[src/rtl/bram_stream_reader.sv]
// bram_stream_reader: sweeps a registered-read BRAM once per Start and streams it out with valid/ready backpressure
`timescale 1ns/1ps
module bram_stream_reader #(
  parameter int WIDTH      = 32,
  parameter int DEPTH_LOG2 = 6,
  parameter int BITREV     = 0
) (
  input  logic                  Clk,
  input  logic                  Rst,
  input  logic                  Start,
  output logic                  Bram_En,
  output logic                  Bram_We,
  output logic [DEPTH_LOG2-1:0] Bram_Addr,
  input  logic [WIDTH-1:0]      Bram_DO,
  output logic [WIDTH-1:0]      Dout,
  output logic                  Dout_Valid,
  input  logic                  Dout_Ready,
  output logic                  Dout_Last,
  output logic                  Busy,
  output logic                  Done
);
  typedef enum logic [1:0] {IDLE, RUN, DRAIN} state_t;
  state_t state;
  logic [DEPTH_LOG2-1:0] cnt, addr_q, rev, cur;
  logic f, f_last, pop, issue, l0, l1, sh_l;
  logic [1:0] occ, occ_rem;
  logic [WIDTH-1:0] d0, d1, sh_d;
  genvar i;
  generate
    for (i = 0; i < DEPTH_LOG2; i++) begin : g_rev
      assign rev[i] = cnt[DEPTH_LOG2-1-i];
    end
  endgenerate
  assign cur        = BITREV != 0 ? rev : cnt;
  assign Dout_Valid = |occ;
  assign pop        = Dout_Valid & Dout_Ready;
  // buffered + in-flight words may never exceed the two FIFO slots
  assign issue      = state == RUN && ({1'b0, occ} + {2'b0, f}) < (3'd2 + {2'b0, pop});
  assign Bram_En    = issue;
  assign Bram_We    = 1'b0;
  assign Bram_Addr  = issue ? cur : addr_q;
  assign Dout       = d0;
  assign Dout_Last  = l0 & Dout_Valid;
  assign Busy       = state != IDLE;
  assign occ_rem    = occ - {1'b0, pop};
  assign sh_d       = pop ? d1 : d0;
  assign sh_l       = pop ? l1 : l0;
  always_ff @(posedge Clk or posedge Rst) begin
    if (Rst) begin
      state  <= IDLE;
      cnt    <= '0;
      addr_q <= '0;
      f      <= 1'b0;
      f_last <= 1'b0;
      occ    <= '0;
      d0     <= '0;
      d1     <= '0;
      l0     <= 1'b0;
      l1     <= 1'b0;
      Done   <= 1'b0;
    end else begin
      if (issue) begin
        cnt    <= cnt + 1'b1;
        addr_q <= cur;
      end
      f      <= issue;
      f_last <= issue && cnt == '1;
      occ    <= occ_rem + {1'b0, f};
      d0     <= (f && occ_rem == 2'd0) ? Bram_DO : sh_d;
      l0     <= (f && occ_rem == 2'd0) ? f_last : sh_l;
      d1     <= (f && occ_rem == 2'd1) ? Bram_DO : d1;
      l1     <= (f && occ_rem == 2'd1) ? f_last : l1;
      Done   <= state == DRAIN && pop && Dout_Last;
      state  <= state == IDLE ? (Start ? RUN : IDLE) :
                state == RUN  ? ((issue && cnt == '1) ? DRAIN : RUN) :
                ((pop && Dout_Last) ? IDLE : DRAIN);
    end
  end
endmodule
[config.mk]
export PLATFORM = sky130hd
export DESIGN_NAME = bram_stream_reader
export DESIGN_NICKNAME = d
export VERILOG_FILES = /design/src/rtl/bram_stream_reader.sv
export SDC_FILE = /design/constraint.sdc
export NUM_CORES = 1
export LEC_CHECK = 0
export ABC_AREA = 1
export ABC_CLOCK_PERIOD_IN_PS = 3800
export BUFFER_PORTS_ARGS = -buffer_cell sky130_fd_sc_hd__buf_4
export CELL_PAD_IN_SITES_DETAIL_PLACEMENT = 2
export CELL_PAD_IN_SITES_GLOBAL_PLACEMENT = 2
export CORE_UTILIZATION = 35
export CTS_CLUSTER_SIZE = 16
export DETAILED_ROUTE_END_ITERATION = 7
export PLACE_DENSITY = 0.86
export SLEW_MARGIN = 10
export SYNTH_ARGS = -nofsm -noshare
export SYNTH_HDL_FRONTEND = slang
export SYNTH_SLANG_ARGS = --single-unit
export TNS_END_PERCENT = 10
[constraint.sdc]
create_clock -name Clk -period 3.8 [get_ports Clk]
set_input_delay 0.57 -clock Clk [delete_from_list [all_inputs] [get_ports Clk]]
set_output_delay 0.57 -clock Clk [all_outputs]
set_load 0.005 [all_outputs]
---- Yosys cells after proc, flatten, opt, wreduce, memory -nomap -nowiden ----
Index checks and enable logic that the tools add are counted.
storage, ports and cells
  register bits ........................... 85
  word-level logic and storage cells ...... 45
operators by class
  $add $sub $neg .......................... 5
  magnitude comparators ................... 1
  eq/ne operators ......................... 4
  mux-type cells .......................... 10
  bitwise logic cells ..................... 2
  reductions and logical operators ........ 12
operators with widths
  cell                                                  number
  two-way mux 32 bit                                    2
  two-way mux 2 bit                                     4
  logical AND 1 bit                                     7
  adder 6 x 1 -> 6 bit (second input constant)          1
  equality test 6 bit (second input constant)           1
  two-way mux 6 bit                                     1
  equality test 2 x 1 -> 1 bit (second input constant)  2
  logical NOT 2 bit                                     2
  nonzero test 2 bit                                    2
  adder 2 x 1 -> 3 bit                                  1
  adder 2 x 1 -> 3 bit (first input constant)           1
  less-than comparator 3 bit                            1
  two-way mux 1 bit                                     3
  adder 2 x 1 -> 2 bit                                  1
  bitwise AND 1 bit                                     2
  equality test 2 bit (second input constant)           1
  OR reduction 2 bit                                    1
  subtractor 2 x 1 -> 2 bit                             1

---- Depth between registers and ports, before layout ----
  depth in word-level cells ............... 9
  depth in mapped cells ................... 14

---- Worst setup path before layout ----
OpenSTA, ideal clock, no wires.
  kind .................................... reg2out
  start ................................... register f
  end ..................................... output port Bram_Addr[4]
  arrival time ............................ 1391 ps
  required time ........................... 3230 ps
  slack ................................... 1839 ps
  cell stages (with the launch flop) ...... 7
  buffers on the path ..................... 1
  path through ............................ dfrtp_1 -> ha_1 -> ha_1 -> nor2_1 -> nand2_2 -> buf_6 -> o21ai_2
on the way
  cells in the longest elaborated chain, start to end .. 4
ends and longest elaborated chain
  what                        RTL line  text
  start: declaration          25        logic f, f_last, pop, issue, l0, l1, sh_l;
  start signal: assignment    66        f <= issue;
  adder 2 x 1 -> 3 bit        38        assign issue = state == RUN && ({1'b0, occ} + {2'b0, f}) < (3'd2 + {2'b0, pop});
  less-than comparator 3 bit  38
  logical AND 1 bit           38
  two-way mux 6 bit           --
  end: declaration            13        output logic [DEPTH_LOG2-1:0] Bram_Addr,
No other way between the ends.

---- Worst setup path in the final report ----
  start ................................... register f
  end ..................................... output port Bram_Addr[1]
Same word-level chain as after synthesis.

==> qor.yml <==
cts:
  path_clk_slew_ps: 90
  cts_setup_buffers: 0
  clk_latency_ps: 370
  numClockSinks: 85
  cts_made_buffers: 9
  cts_tree: "yes"
  cts_max_level: 3
  post_cts_resized: 0
  postCtsHoldBufs: 0
  root_buffer: "clkbuf_8"
  max-clock-path-buffers: 2
die:
  die_w_microns: 108
  die_h_microns: 108
  io_pins: 80
  initial_core_util_pct: 36.0
  die-area_sq_um: 11600
  core.rowCount: 38
  core_area_sq_um: 10900
placed_design:
  hpwl_microns: 7000
  portBuffers: 78
  place.gp.congestion: 0.759
  dp.cells: 635
  place_ws_ps: 1020
run_status:
  status: "finished clean"
critical_path:
  worstPathMaxFanout: 17
  critPathSlowestCell: "dfrtp_1"
  crit_start: "f$_DFF_PP0_"
  worst_setup_path_end_kind: "primary output"
  r2r_start: "occ[1]$_DFF_PP0_"
  worstPathCellList: "ha_1 -> ha_1 -> nor2_1 -> nand2_2 -> inv_2 -> nand2_1 -> nand2_1 -> buf_4"
  r2r_cells: 12
  cp_data_required_time_ps: 3230
  worstPathArrival_ps: 2250
  start_kind: "flop"
  criticalPathCategory: "flop to primary output"
  slowest_delay_ps: 460
  timing.critical_path.to: "Bram_Addr[1]"
  r2r_end: "Dout[0]$_DFFE_PP0P_"
  ff2ff_setup_slack_ps: 1140
drt:
  avgRoutedWirePerCell_microns: 16.0
  drt_iter0_drc: 81
  via_per_inst: 4.92
  highest_layer: "met4"
  first_pass_iters: 4
  wl_met2_microns: 5410
  finalWirelength_microns: 10400
  drc_errors: 0
  wl_met3_microns: 329
  wl_met1_microns: 4550
  vias: 3204
  ant_nets: 0
timing:
  rsz0062_at_grt: "false"
  min_period_ps: 2820
  setup-tns-final_ps: 0
  skew_ps: 9.75
  relSlewSlack_pct: 40.4
  period_share_pct: 74.2
  worst_pin_slew_ps: 892
  hold_viol: 0
  timing.fmax_ghz: 0.355
  maxSlewViolCount: 0
  final-setup-viol-count: 0
  setup_ws_ps: 982
  hold_slack_ps: 287
power_and_ir_drop:
  worst_ir_drop_vdd_uv: 268
  finalPower_w: 0.00394
  leakage_nw: 2.50
  powerDensity_nw_per_um2: 826
yosys:
  synth-async-reset-ratio_pct: 100
  ys_seq_elements: 85
  syn_inst: 435
  yosysUniqueCellTypes: 26
  ys_seq_area_share_pct: 54.2
  synth_top_area_share_pct: 54.2
  synth_fp_nets: 476
  synth_top_area_cell: "dfrtp_1"
  synth_warnings: 0
  synth_flop_cell: "dfrtp_1"
  syn_area_sq_um: 3920
  yosys-top-cells-area: "dfrtp_1 54%, nand3_1 12%, nand2_1 10%"
  synth-edff-count: 0
  syn-mean-instance-area_sq_um: 9.01
job:
  maxCapViolCount: 0
finish:
  seq_area_sq_um: 2130
  areaGrowthSynthToFinish_pct: 21.8
  layout-drive-gt1-share_pct: 25.0
  multiInputGateArea_sq_um: 1390
  fin_cells: 651
  finalNetCount: 547
  final.fill_count: 1218
  antenna_cells: 0
global_route:
  grt_max_degree: 68
  grt_pass1_wl_microns: 17400
  grt_pass1_vias: 3597
  antenna_found_initial: 0
  grt_usage_pct: 19.7
  grt.overflow.total: 0
worst_hold_path:
  hp-class: "input pin to asynchronous set/reset pin"
[synth_stat cells, types with 3 or more instances]
cell and n:
inv_1 47, nand2_1 109, nand3_2 11, inv_2 3, nor2_1 4, o21ai_2 5
dfrtp_1 85, nand2_4 3, ha_1 5, buf_4 5, nand3_1 94, o21ai_1 11
buf_6 10, o21ai_0 21, buf_2 7
[critical path, delay by kind of cell (launching register included)]
| kind | cells | cell delay, ps |
|---|---|---|
| simple gates | 4 | 650 |
| flops | 1 | 460 |
| fa+ha+maj | 2 | 410 |
| buf+inv | 2 | 360 |
[state kept, by name, indices dropped and copies added, names as in the netlist]
register and count:
Done 1, Dout 32, addr_q 6, cnt 6, d1 32, f 1
f_last 1, l0 1, l1 1, occ 2, state 2
[logic make-up after synthesis]
logic type      synth area share [%]
simple gates                    27.5
flops                           54.2
buf+inv                         10.2
compound gates                  5.39
fa+ha+maj                       1.60
xor+xnor                       0.894
other cells                   0.0956
[stage by stage]
stage,utilization (%),instance area (sq um)
3_3_place_gp,41.6,4530
2_1_floorplan,-,3920
3_5_place_dp,41.6,4530
5_1_grt,43.9,4770
4_1_cts,43.9,4770
6_report,43.9,4770
[area by class of cell]
type / count / share of cell area, %
sequential: 85 / 44.5
multi-input combinational: 274 / 29.2
tap: 140 / 3.67
clock inverter: 7 / 2.57
timing repair buffer: 85 / 13.4
clock buffer: 9 / 2.59
inverter: 51 / 4.09
[layer usage]
metal  vias up  global-route usage (%)
li1       1530                       -
met1      1613                    24.4
met2        51                    34.1
met3        10                    2.91
met4         0                    8.22
met5         -                       0
[how the worst min path moves through the flow]
stage                              startpoint                   end  slack (ps)
after floorplan            state[0]$_DFF_PP0_        Done$_DFF_PP0_         430
after global placement     state[0]$_DFF_PP0_        Done$_DFF_PP0_         450
after global routing                      Rst  Dout[17]$_DFFE_PP0P_         330
final                                     Rst   Dout[7]$_DFFE_PP0P_         290
after CTS                                 Rst  Dout[17]$_DFFE_PP0P_         300
after detailed placement  addr_q[4]$_DFF_PP0_   addr_q[4]$_DFF_PP0_         460
[power breakdown]
group | internal [W] | total, W | switching, W
registers | 0.00128 | 0.00154 | 0.000252
clock network | 0.000440 | 0.000794 | 0.000355
logic | 0.000662 | 0.00161 | 0.000950
[cell usage in the layout (no fill, tap or decap), drive strengths merged]
cell type | netlist | final
buf | 23 | 85
bufinv | 0 | 3
clkbuf | 2 | 9
clkinv | 0 | 2
clkinvlp | 0 | 2
conb | 1 | 1
dfrtp | 85 | 85
ha | 5 | 5
inv | 51 | 51
nand2 | 114 | 114
nand3 | 106 | 106
nand4 | 1 | 1
nor2 | 4 | 4
nor3 | 1 | 1
o21a | 1 | 1
o21ai | 37 | 37
xnor2 | 2 | 2
xor2 | 2 | 2
Note: power is estimated with default switching activity, not from simulation.
